===== src/rtl/rk4_step_sequencer_pkg.sv =====
// Shared types and fixed-point constants for the RK4 step sequencer.
// All constants are derived from the fixed-point format and the step-size shift.
package rk4_step_sequencer_pkg;

  typedef enum logic [1:0] {
    StIdle,
    StStage,
    StUpdate,
    StFin
  } rk_state_e;

  // Stage index 0..3 stands for RK4 stages k1..k4.
  typedef logic [1:0] stage_idx_t;

  localparam stage_idx_t StageK1 = 2'd0;
  localparam stage_idx_t StageK2 = 2'd1;
  localparam stage_idx_t StageK3 = 2'd2;
  localparam stage_idx_t StageK4 = 2'd3;

  // round(2^frac / 6)
  function automatic longint unsigned c_sixth(input int unsigned frac);
    return ((64'd1 << frac) + 64'd3) / 64'd6;
  endfunction

  function automatic longint unsigned h_step(input int unsigned frac, input int unsigned hs);
    return 64'd1 << (frac - hs);
  endfunction

  function automatic longint unsigned h_half(input int unsigned frac, input int unsigned hs);
    return 64'd1 << (frac - hs - 1);
  endfunction

endpackage


===== src/rtl/rk4_weight_accum.sv =====
// Combinational RK4 combine: weighted slope sum, scaled by h/6, plus the time advance.
module rk4_weight_accum
  import rk4_step_sequencer_pkg::*;
#(
  parameter int unsigned WIDTH   = 32,
  parameter int unsigned FRAC    = 16,
  parameter int unsigned H_SHIFT = 4
) (
  input  logic signed [WIDTH-1:0] k1,
  input  logic signed [WIDTH-1:0] k2,
  input  logic signed [WIDTH-1:0] k3,
  input  logic signed [WIDTH-1:0] k4,
  input  logic signed [WIDTH-1:0] t,
  input  logic signed [WIDTH-1:0] y,
  output logic signed [WIDTH-1:0] y_next,
  output logic signed [WIDTH-1:0] t_next
);

  localparam int unsigned SW = WIDTH + 3;
  localparam int unsigned PW = 2 * WIDTH + 3;

  localparam logic signed [PW-1:0]    CSixth = PW'(c_sixth(FRAC));
  localparam logic signed [WIDTH-1:0] HStep  = WIDTH'(h_step(FRAC, H_SHIFT));

  logic signed [SW-1:0] s_sum;
  logic signed [SW-1:0] s_scaled;

  always_comb begin
    s_sum    = SW'(k1) + (SW'(k2) <<< 1) + (SW'(k3) <<< 1) + SW'(k4);
    s_scaled = s_sum >>> H_SHIFT;
    // Multiply by round(2^FRAC/6) then drop FRAC bits: approximates S*h/6 in fixed point.
    y_next   = y + WIDTH'((PW'(s_scaled) * CSixth) >>> FRAC);
    t_next   = t + HStep;
  end

endmodule


===== src/rtl/rk4_step_sequencer.sv =====
// Sequences the four RK4 evaluator calls per step and forms y_next for N consecutive steps.
// Evaluator arguments are held for F_LATENCY+1 cycles; its result is captured on the last one.
module rk4_step_sequencer
  import rk4_step_sequencer_pkg::*;
#(
  parameter int unsigned WIDTH     = 32,
  parameter int unsigned FRAC      = 16,
  parameter int unsigned H_SHIFT   = 4,
  parameter int unsigned F_LATENCY = 1,
  parameter int unsigned NW        = 16
) (
  input  logic             clk,
  input  logic             rst,
  input  logic             i_start,
  input  logic [WIDTH-1:0] i_t0,
  input  logic [WIDTH-1:0] i_y0,
  input  logic [NW-1:0]    i_nsteps,
  output logic [WIDTH-1:0] o_f_x,
  output logic [WIDTH-1:0] o_f_y,
  input  logic [WIDTH-1:0] i_f_val,
  output logic [WIDTH-1:0] o_y,
  output logic [WIDTH-1:0] o_t,
  output logic             o_y_valid,
  output logic             o_busy,
  output logic             o_done
);

  localparam int unsigned CW = $clog2(F_LATENCY + 1);
  localparam logic [CW-1:0] CycLast = CW'(F_LATENCY);

  localparam logic signed [WIDTH-1:0] HStep = WIDTH'(h_step(FRAC, H_SHIFT));
  localparam logic signed [WIDTH-1:0] HHalf = WIDTH'(h_half(FRAC, H_SHIFT));

  rk_state_e  state_q;
  stage_idx_t stage_q;
  logic [CW-1:0] cyc_q;
  logic [NW-1:0] n_q;
  logic signed [WIDTH-1:0] t_q, y_q;
  logic signed [WIDTH-1:0] k1_q, k2_q, k3_q, k4_q;
  logic signed [WIDTH-1:0] y_next, t_next;
  logic signed [WIDTH-1:0] fval;

  assign fval = $signed(i_f_val);

  rk4_weight_accum #(
    .WIDTH  (WIDTH),
    .FRAC   (FRAC),
    .H_SHIFT(H_SHIFT)
  ) u_accum (
    .k1    (k1_q),
    .k2    (k2_q),
    .k3    (k3_q),
    .k4    (k4_q),
    .t     (t_q),
    .y     (y_q),
    .y_next(y_next),
    .t_next(t_next)
  );

  always_ff @(posedge clk or posedge rst) begin
    if (rst) begin
      state_q   <= StIdle;
      stage_q   <= StageK1;
      cyc_q     <= '0;
      n_q       <= '0;
      t_q       <= '0;
      y_q       <= '0;
      k1_q      <= '0;
      k2_q      <= '0;
      k3_q      <= '0;
      k4_q      <= '0;
      o_f_x     <= '0;
      o_f_y     <= '0;
      o_y       <= '0;
      o_t       <= '0;
      o_y_valid <= 1'b0;
      o_busy    <= 1'b0;
      o_done    <= 1'b0;
    end else begin
      o_y_valid <= 1'b0;
      o_done    <= 1'b0;
      unique case (state_q)
        StIdle: begin
          if (i_start) begin
            t_q <= $signed(i_t0);
            y_q <= $signed(i_y0);
            n_q <= i_nsteps;
            if (i_nsteps == '0) begin
              state_q <= StFin;
              o_done  <= 1'b1;
            end else begin
              state_q <= StStage;
              stage_q <= StageK1;
              cyc_q   <= '0;
              o_f_x   <= i_t0;
              o_f_y   <= i_y0;
              o_busy  <= 1'b1;
            end
          end
        end
        StStage: begin
          if (cyc_q == CycLast) begin
            cyc_q   <= '0;
            stage_q <= stage_q + 2'd1;
            // Next stage's arguments come straight from the slope being captured now.
            unique case (stage_q)
              StageK1: begin
                k1_q  <= fval;
                o_f_x <= t_q + HHalf;
                o_f_y <= y_q + (fval >>> (H_SHIFT + 1));
              end
              StageK2: begin
                k2_q  <= fval;
                o_f_x <= t_q + HHalf;
                o_f_y <= y_q + (fval >>> (H_SHIFT + 1));
              end
              StageK3: begin
                k3_q  <= fval;
                o_f_x <= t_q + HStep;
                o_f_y <= y_q + (fval >>> H_SHIFT);
              end
              StageK4: begin
                k4_q    <= fval;
                state_q <= StUpdate;
              end
              default: state_q <= StIdle;
            endcase
          end else begin
            cyc_q <= cyc_q + CW'(1);
          end
        end
        StUpdate: begin
          y_q       <= y_next;
          t_q       <= t_next;
          o_y       <= y_next;
          o_t       <= t_next;
          o_y_valid <= 1'b1;
          n_q       <= n_q - NW'(1);
          if (n_q == NW'(1)) begin
            state_q <= StFin;
            o_done  <= 1'b1;
            o_busy  <= 1'b0;
          end else begin
            state_q <= StStage;
            stage_q <= StageK1;
            cyc_q   <= '0;
            o_f_x   <= t_next;
            o_f_y   <= y_next;
          end
        end
        StFin: begin
          state_q <= StIdle;
        end
        default: state_q <= StIdle;
      endcase
    end
  end

endmodule


===== config.mk =====
export PLATFORM = sky130hd
export DESIGN_NAME = rk4_step_sequencer
export DESIGN_NICKNAME = d
export VERILOG_FILES = /design/src/rtl/rk4_step_sequencer_pkg.sv /design/src/rtl/rk4_weight_accum.sv /design/src/rtl/rk4_step_sequencer.sv
export SDC_FILE = /design/constraint.sdc
export NUM_CORES = 2
export LEC_CHECK = 0
export CORE_UTILIZATION = 35
export CTS_CLUSTER_SIZE = 25
export DETAILED_ROUTE_END_ITERATION = 6
export PLACE_DENSITY = 0.53
export RECOVER_POWER = 25
export SYNTH_ARGS = -nofsm -noshare
export SYNTH_HDL_FRONTEND = slang
export SYNTH_HIERARCHICAL = 1
export SYNTH_SLANG_ARGS = --single-unit

===== constraint.sdc =====
create_clock -name clk -period 15.3 [get_ports clk]
set_input_delay 4.59 -clock clk [delete_from_list [all_inputs] [get_ports clk]]
set_output_delay 4.59 -clock clk [all_outputs]
set_load 0.05 [all_outputs]

* After elaboration in Yosys (flattened, before gate mapping) *
Index checks and enable logic that the tools add are counted.

word-level totals
  flip-flop bits (word level) = 344
  word-level logic and storage cells = 102
  bits of input ports = 115

operators by class
  add/sub/neg operators = 11
  reductions and logical operators = 16
  eq/ne operators = 14
  $mul = 1
  mux-type cells = 43

operators with widths
  cell                                                 count
  2-to-1 mux 32 bit                                    10
  one-hot mux 32 bit (2 select lines)                  4
  one-hot mux 32 bit (3 select lines)                  2
  multiplier 31 x 15 -> 46 bit, second input constant  1
  adder 34 x 33 -> 35 bit                              1
  adder 35 x 32 -> 35 bit                              1
  adder 32 x 33 -> 34 bit                              1
  adder 32 x 13 -> 32 bit, second input constant       1
  adder 32 x 14 -> 32 bit, second input constant       1
  adder 32 x 27 -> 32 bit                              1
  adder 32 x 28 -> 32 bit                              1
  adder 32 x 30 -> 32 bit                              1
  one-hot mux 16 bit (2 select lines)                  1
  2-to-1 mux 2 bit                                     9
  == test 16 x 1 -> 1 bit, second input constant       1
  logical NOT 16 bit                                   1
  2-to-1 mux 16 bit                                    1
  subtractor 16 x 1 -> 16 bit, second input constant   1
  AND reduction 3 bit                                  5
  2-to-1 mux 1 bit                                     11
  inequality test 2 bit, second input constant         5
  == test 2 bit, second input constant                 4
  one-hot mux 2 bit (4 select lines)                   1
  AND reduction 4 bit                                  2
  15 further kinds                                     18

* Logic depth before layout (Yosys ltp) *
  word-level depth = 7
  depth in mapped cells = 57
  gate-level depth less buffers = 56

* Cells and area by module *
The synthesis kept the hierarchy.

modules (own cells, without submodules)
  module              area an instance (µm²)  cells each  times used  seq. area each (µm²)
  rk4_step_sequencer  17277.8                 1694        1           8608.3
  rk4_weight_accum    13538.0                 1518        1           0.0

* Worst setup path after synthesis *
No wires, ideal clock.

  path kind = flip-flop to flip-flop
  start = register k1_q[3]
  end = register o_f_y[30]
  buffers on the path = 1
  cell stages (with the launch flop) = 51
  setup time = 0.128 ns
  clock period less this slack = 11.604 ns
  data arrival time = 11.476 ns
  path slack = 3.696 ns
  path through = dfrtp_1 > inv_1 > fa_1 > inv_1 > fa_1 > ha_1 > nand2b_4 > a211oi_1 > o21ai_1 > a21oi_1 > o21a_1 > nor2_1 > nor2b_1 > nor2_1 > o21ai_0 > nand3_1 > a21boi_0 > ha_1 > (+15 left out) > nor2b_1 > o21bai_1 > a21oi_1 > o21ba_2 > o21ai_1 > xor2_1 > ha_1 > clkbuf_1 > nand4_1 > o311ai_1 > a21oi_1 > o31ai_2 > a41o_1 > nand3_1 > and4_1 > or4_1 > a311oi_1 > o22ai_1

on the way
  cells in the longest elaborated chain, start to end = 7

ends and longest elaborated chain
  what                                 RTL line                   RTL
  start, declared                      rk4_step_sequencer.sv:39   logic signed [WIDTH-1:0] k1_q, k2_q, k3_q, k4_q;
  start signal, assigned               rk4_step_sequencer.sv:108  k1_q <= fval;
  adder 32 x 33 -> 34 bit              rk4_weight_accum.sv:29     s_sum = SW'(k1) + (SW'(k2) <<< 1) + (SW'(k3) <<< 1) + SW'(k4);
  adder 34 x 33 -> 35 bit              rk4_weight_accum.sv:29
  adder 35 x 32 -> 35 bit              rk4_weight_accum.sv:29
  multiplier 31 x 15 -> 46 bit         rk4_weight_accum.sv:32     y_next = y + WIDTH'((PW'(s_scaled) * CSixth) >>> FRAC);
  adder 32 x 30 -> 32 bit              rk4_weight_accum.sv:32
  net y_next[30]                       rk4_step_sequencer.sv:40   logic signed [WIDTH-1:0] y_next, t_next;
  2-to-1 mux 32 bit                    rk4_step_sequencer.sv:139  if (n_q == NW'(1)) begin
  one-hot mux 32 bit (3 select lines)  rk4_step_sequencer.sv:82   unique case (state_q)
  end signal, assigned                 rk4_step_sequencer.sv:96   o_f_y <= i_y0;
  end signal, assigned                 rk4_step_sequencer.sv:110  o_f_y <= y_q + (fval >>> (H_SHIFT + 1));
  end signal, assigned                 rk4_step_sequencer.sv:148  o_f_y <= y_next;
  end, declared                        rk4_step_sequencer.sv:19   output logic [WIDTH-1:0] o_f_y,

The timed path passes the listed nets, and every way through them passes these cells. The select of a mux whose other input is x is not followed.
A chain may end at the register's enable or synchronous reset.

* Worst setup path after layout *
  start = register k1_q[3]
  end = register o_f_y[31]

Same word-level chain as after synthesis.

==> flow_summary.toml <==
[setup_path]
critPathLaunchType = "flip-flop"
worst_path_largest_cell_delay_ps = 690
critical_path_required_ps = 15790
worstPathArrival_ps = 13860
slowest_stage = "xnor2_1"
r2r_start = "k1_q[3]"
crit_fanout = 7
end_kind = "flip-flop"
critPathLaunch = "k1_q[3]"
critPathMostFrequentCell = "fa_1"
critPathKind = "flip-flop to flip-flop"

[final_layout]
drive_gt1_frac = 0.0972
finalNetCount = 4072
nFillCells = 8773
syn_to_final_growth_pct = 16.3
post-route-util = 0.412

[clock_tree]
cts_hold_buf = 0
h-tree-depth = 2
clkSinkCount = 344
cts_setup_buffers = 0
clk_latency_ps = 590
numCtsBuffers = 41
clk_path_buf_depth = 3
clkSlewWorstSetupHoldPaths_ps = 60
cts_tree = "done"
post_cts_resize_count = 0
clock-root-buffer = "clkbuf_16"

[synth]
yosys_most_used_dff = "dfrtp_1"
synth.most_common_cell = "inv_1"
syn_avg_cell_area_um2 = 9.59
synth.largest_area_cell = "dfrtp_1"
ys_top_cells_by_count = "inv_1, dfrtp_1, ha_1"
ys_types = 89
synth_nets = 3878
synth_area_leaders = "dfrtp_1, fa_1, ha_1"
synth_async_sr_flop_share = 1.00
synth_edf_count = 0
syn_inst = 3212
ys_seq_area_frac = 0.279
netlist.area_leader.share = 0.279
netlist_area_mm2 = 0.0308
yosysWarnings = 6
synth-seq-cells = 344

[run]
drv_cap = 4

[grt]
grt_pass1_wl_um = 136000
grt_remaining_overflow = 0
antenna_found_initial = 12
grt_usage = 0.193
grt_max_degree = 86
grt_pass1_vias = 23789

[die]
io-pin-count = 246
die_h_um = 299
die_x_um = 299
initial_utilization = 0.354
core_mm2 = 0.0870
rows = 108
fp.dieArea_mm2 = 0.0892

[detailed_routing]
vias_per_cell = 5.01
avgRoutedWirePerCell_um = 18.6
ant_nets = 0
wl_um = 85400
first_pass_iters = 5
route.detailed.drc = 0
drtIter0Drc = 1037
via_count = 23001

[outcome]
status = "complete, but fails checks"
violations = "max-capacitance violations, max-slew violations"

[place]
dpl_worst_slack_ps = 2150
routabilityCongestion = 0.922
place_hpwl_um = 65500
port_buffers = 245

[timing]
period_share = 0.874
layout_min_cycle_time_ps = 13370
tns_ps = 0
relSlewSlack = -1.72
setup_ws_ps = 1930
fmax_mhz = 74.8
tightest_slew_ps = 4060
clock_skew_ps = 37.0
setup_viol = 0
hold_slack_ps = 478
slew_violations = 282
hold_violations = 0
rsz0062_at_grt = "no"

[min_path]
hp-class = "flip-flop to flip-flop"
min_from = "o_f_x[20]"
## sequential cells by signal, indices dropped and copies added (netlist names)
register,count
k1_q,32
k2_q,32
k3_q,32
k4_q,32
o_f_x,32
o_f_y,32
o_t,32
o_y,32
t_q,32
y_q,32
n_q,16
stage_q,2
state_q,2
cyc_q,1
o_busy,1
o_done,1
o_y_valid,1
## cell type report
cell class                 instances  area [µm²]  area share
multi-input combinational       2250       19900       0.554
sequential                       344        8610       0.240
timing repair buffer             272        2640      0.0737
inverter                         497        1870      0.0521
tap                             1155        1450      0.0403
clock buffer                      52        1150      0.0320
clock inverter                    20         274     0.00764
antenna                            1        2.50   0.0000698
## cells by family after synthesis
family                   after synthesis  synth area share
XOR/XNOR                             151            0.0429
adder cells (fa/ha/maj)              551             0.283
buffers and inverters                618            0.0781
flip-flops                           344             0.279
multiplexers                         232            0.0833
AO/OA/AOI/OAI                        655             0.133
AND/OR/NAND/NOR                      661            0.0997
## layer usage
layer | track usage | routed length, µm
met5 | 0 | 133
met1 | 0.255 | 39000
met4 | 0.0493 | 2080
met3 | 0.0479 | 4970
met2 | 0.314 | 39300
## critical path, delay by kind of cell, from the launching register on
family	cells	cell delay, ps
AOI/OAI and AO/OA	22	5940
adders and majority gates	11	4800
DFF	1	340
xor gates and xnor gates	2	850
buffers and inverters	6	330
and+or+nand+nor	8	1020
## metrics by stage
stage	instances	area, µm²
2_1_floorplan	3212	30800
3_3_place_gp	4518	34500
3_5_place_dp	4518	34500
4_1_cts	4590	35900
5_1_grt	4590	35800
6_report	4591	35800
## path summary, 6_finish.rpt
path / end / slack, ps / cells past startpoint
hold reg to reg: o_f_x[20] / 480 / 2
setup / recovery: o_f_y[31] / 1930 / 49
max in group asynchronous: k1_q[0] / 6530 / 4
setup reg to reg: o_f_y[31] / 1930 / 49
hold / removal: o_f_x[20] / 480 / 2
min in group asynchronous: o_t[2] / 5680 / 2
## cell usage in the layout, fill, tap and decap left out, drive strengths merged, types with 25 or more instances in the layout
| cell type | count |
|---|---|
| a21o | 49 |
| a21oi | 148 |
| a31oi | 45 |
| clkbuf | 55 |
| clkdlybuf4s50 | 217 |
| dfrtp | 344 |
| dlygate4sd3 | 28 |
| fa | 245 |
| ha | 306 |
| inv | 496 |
| mux2 | 196 |
| mux2i | 36 |
| nand2 | 273 |
| nand3 | 55 |
| nand4 | 26 |
| nor2 | 145 |
| nor3 | 31 |
| o211ai | 25 |
| o21ai | 226 |
| xnor2 | 92 |
| xor2 | 59 |
Power is left out: the tool's default activity adds up to more than one toggle a clock period on the data nets, which glitch-free logic cannot reach.
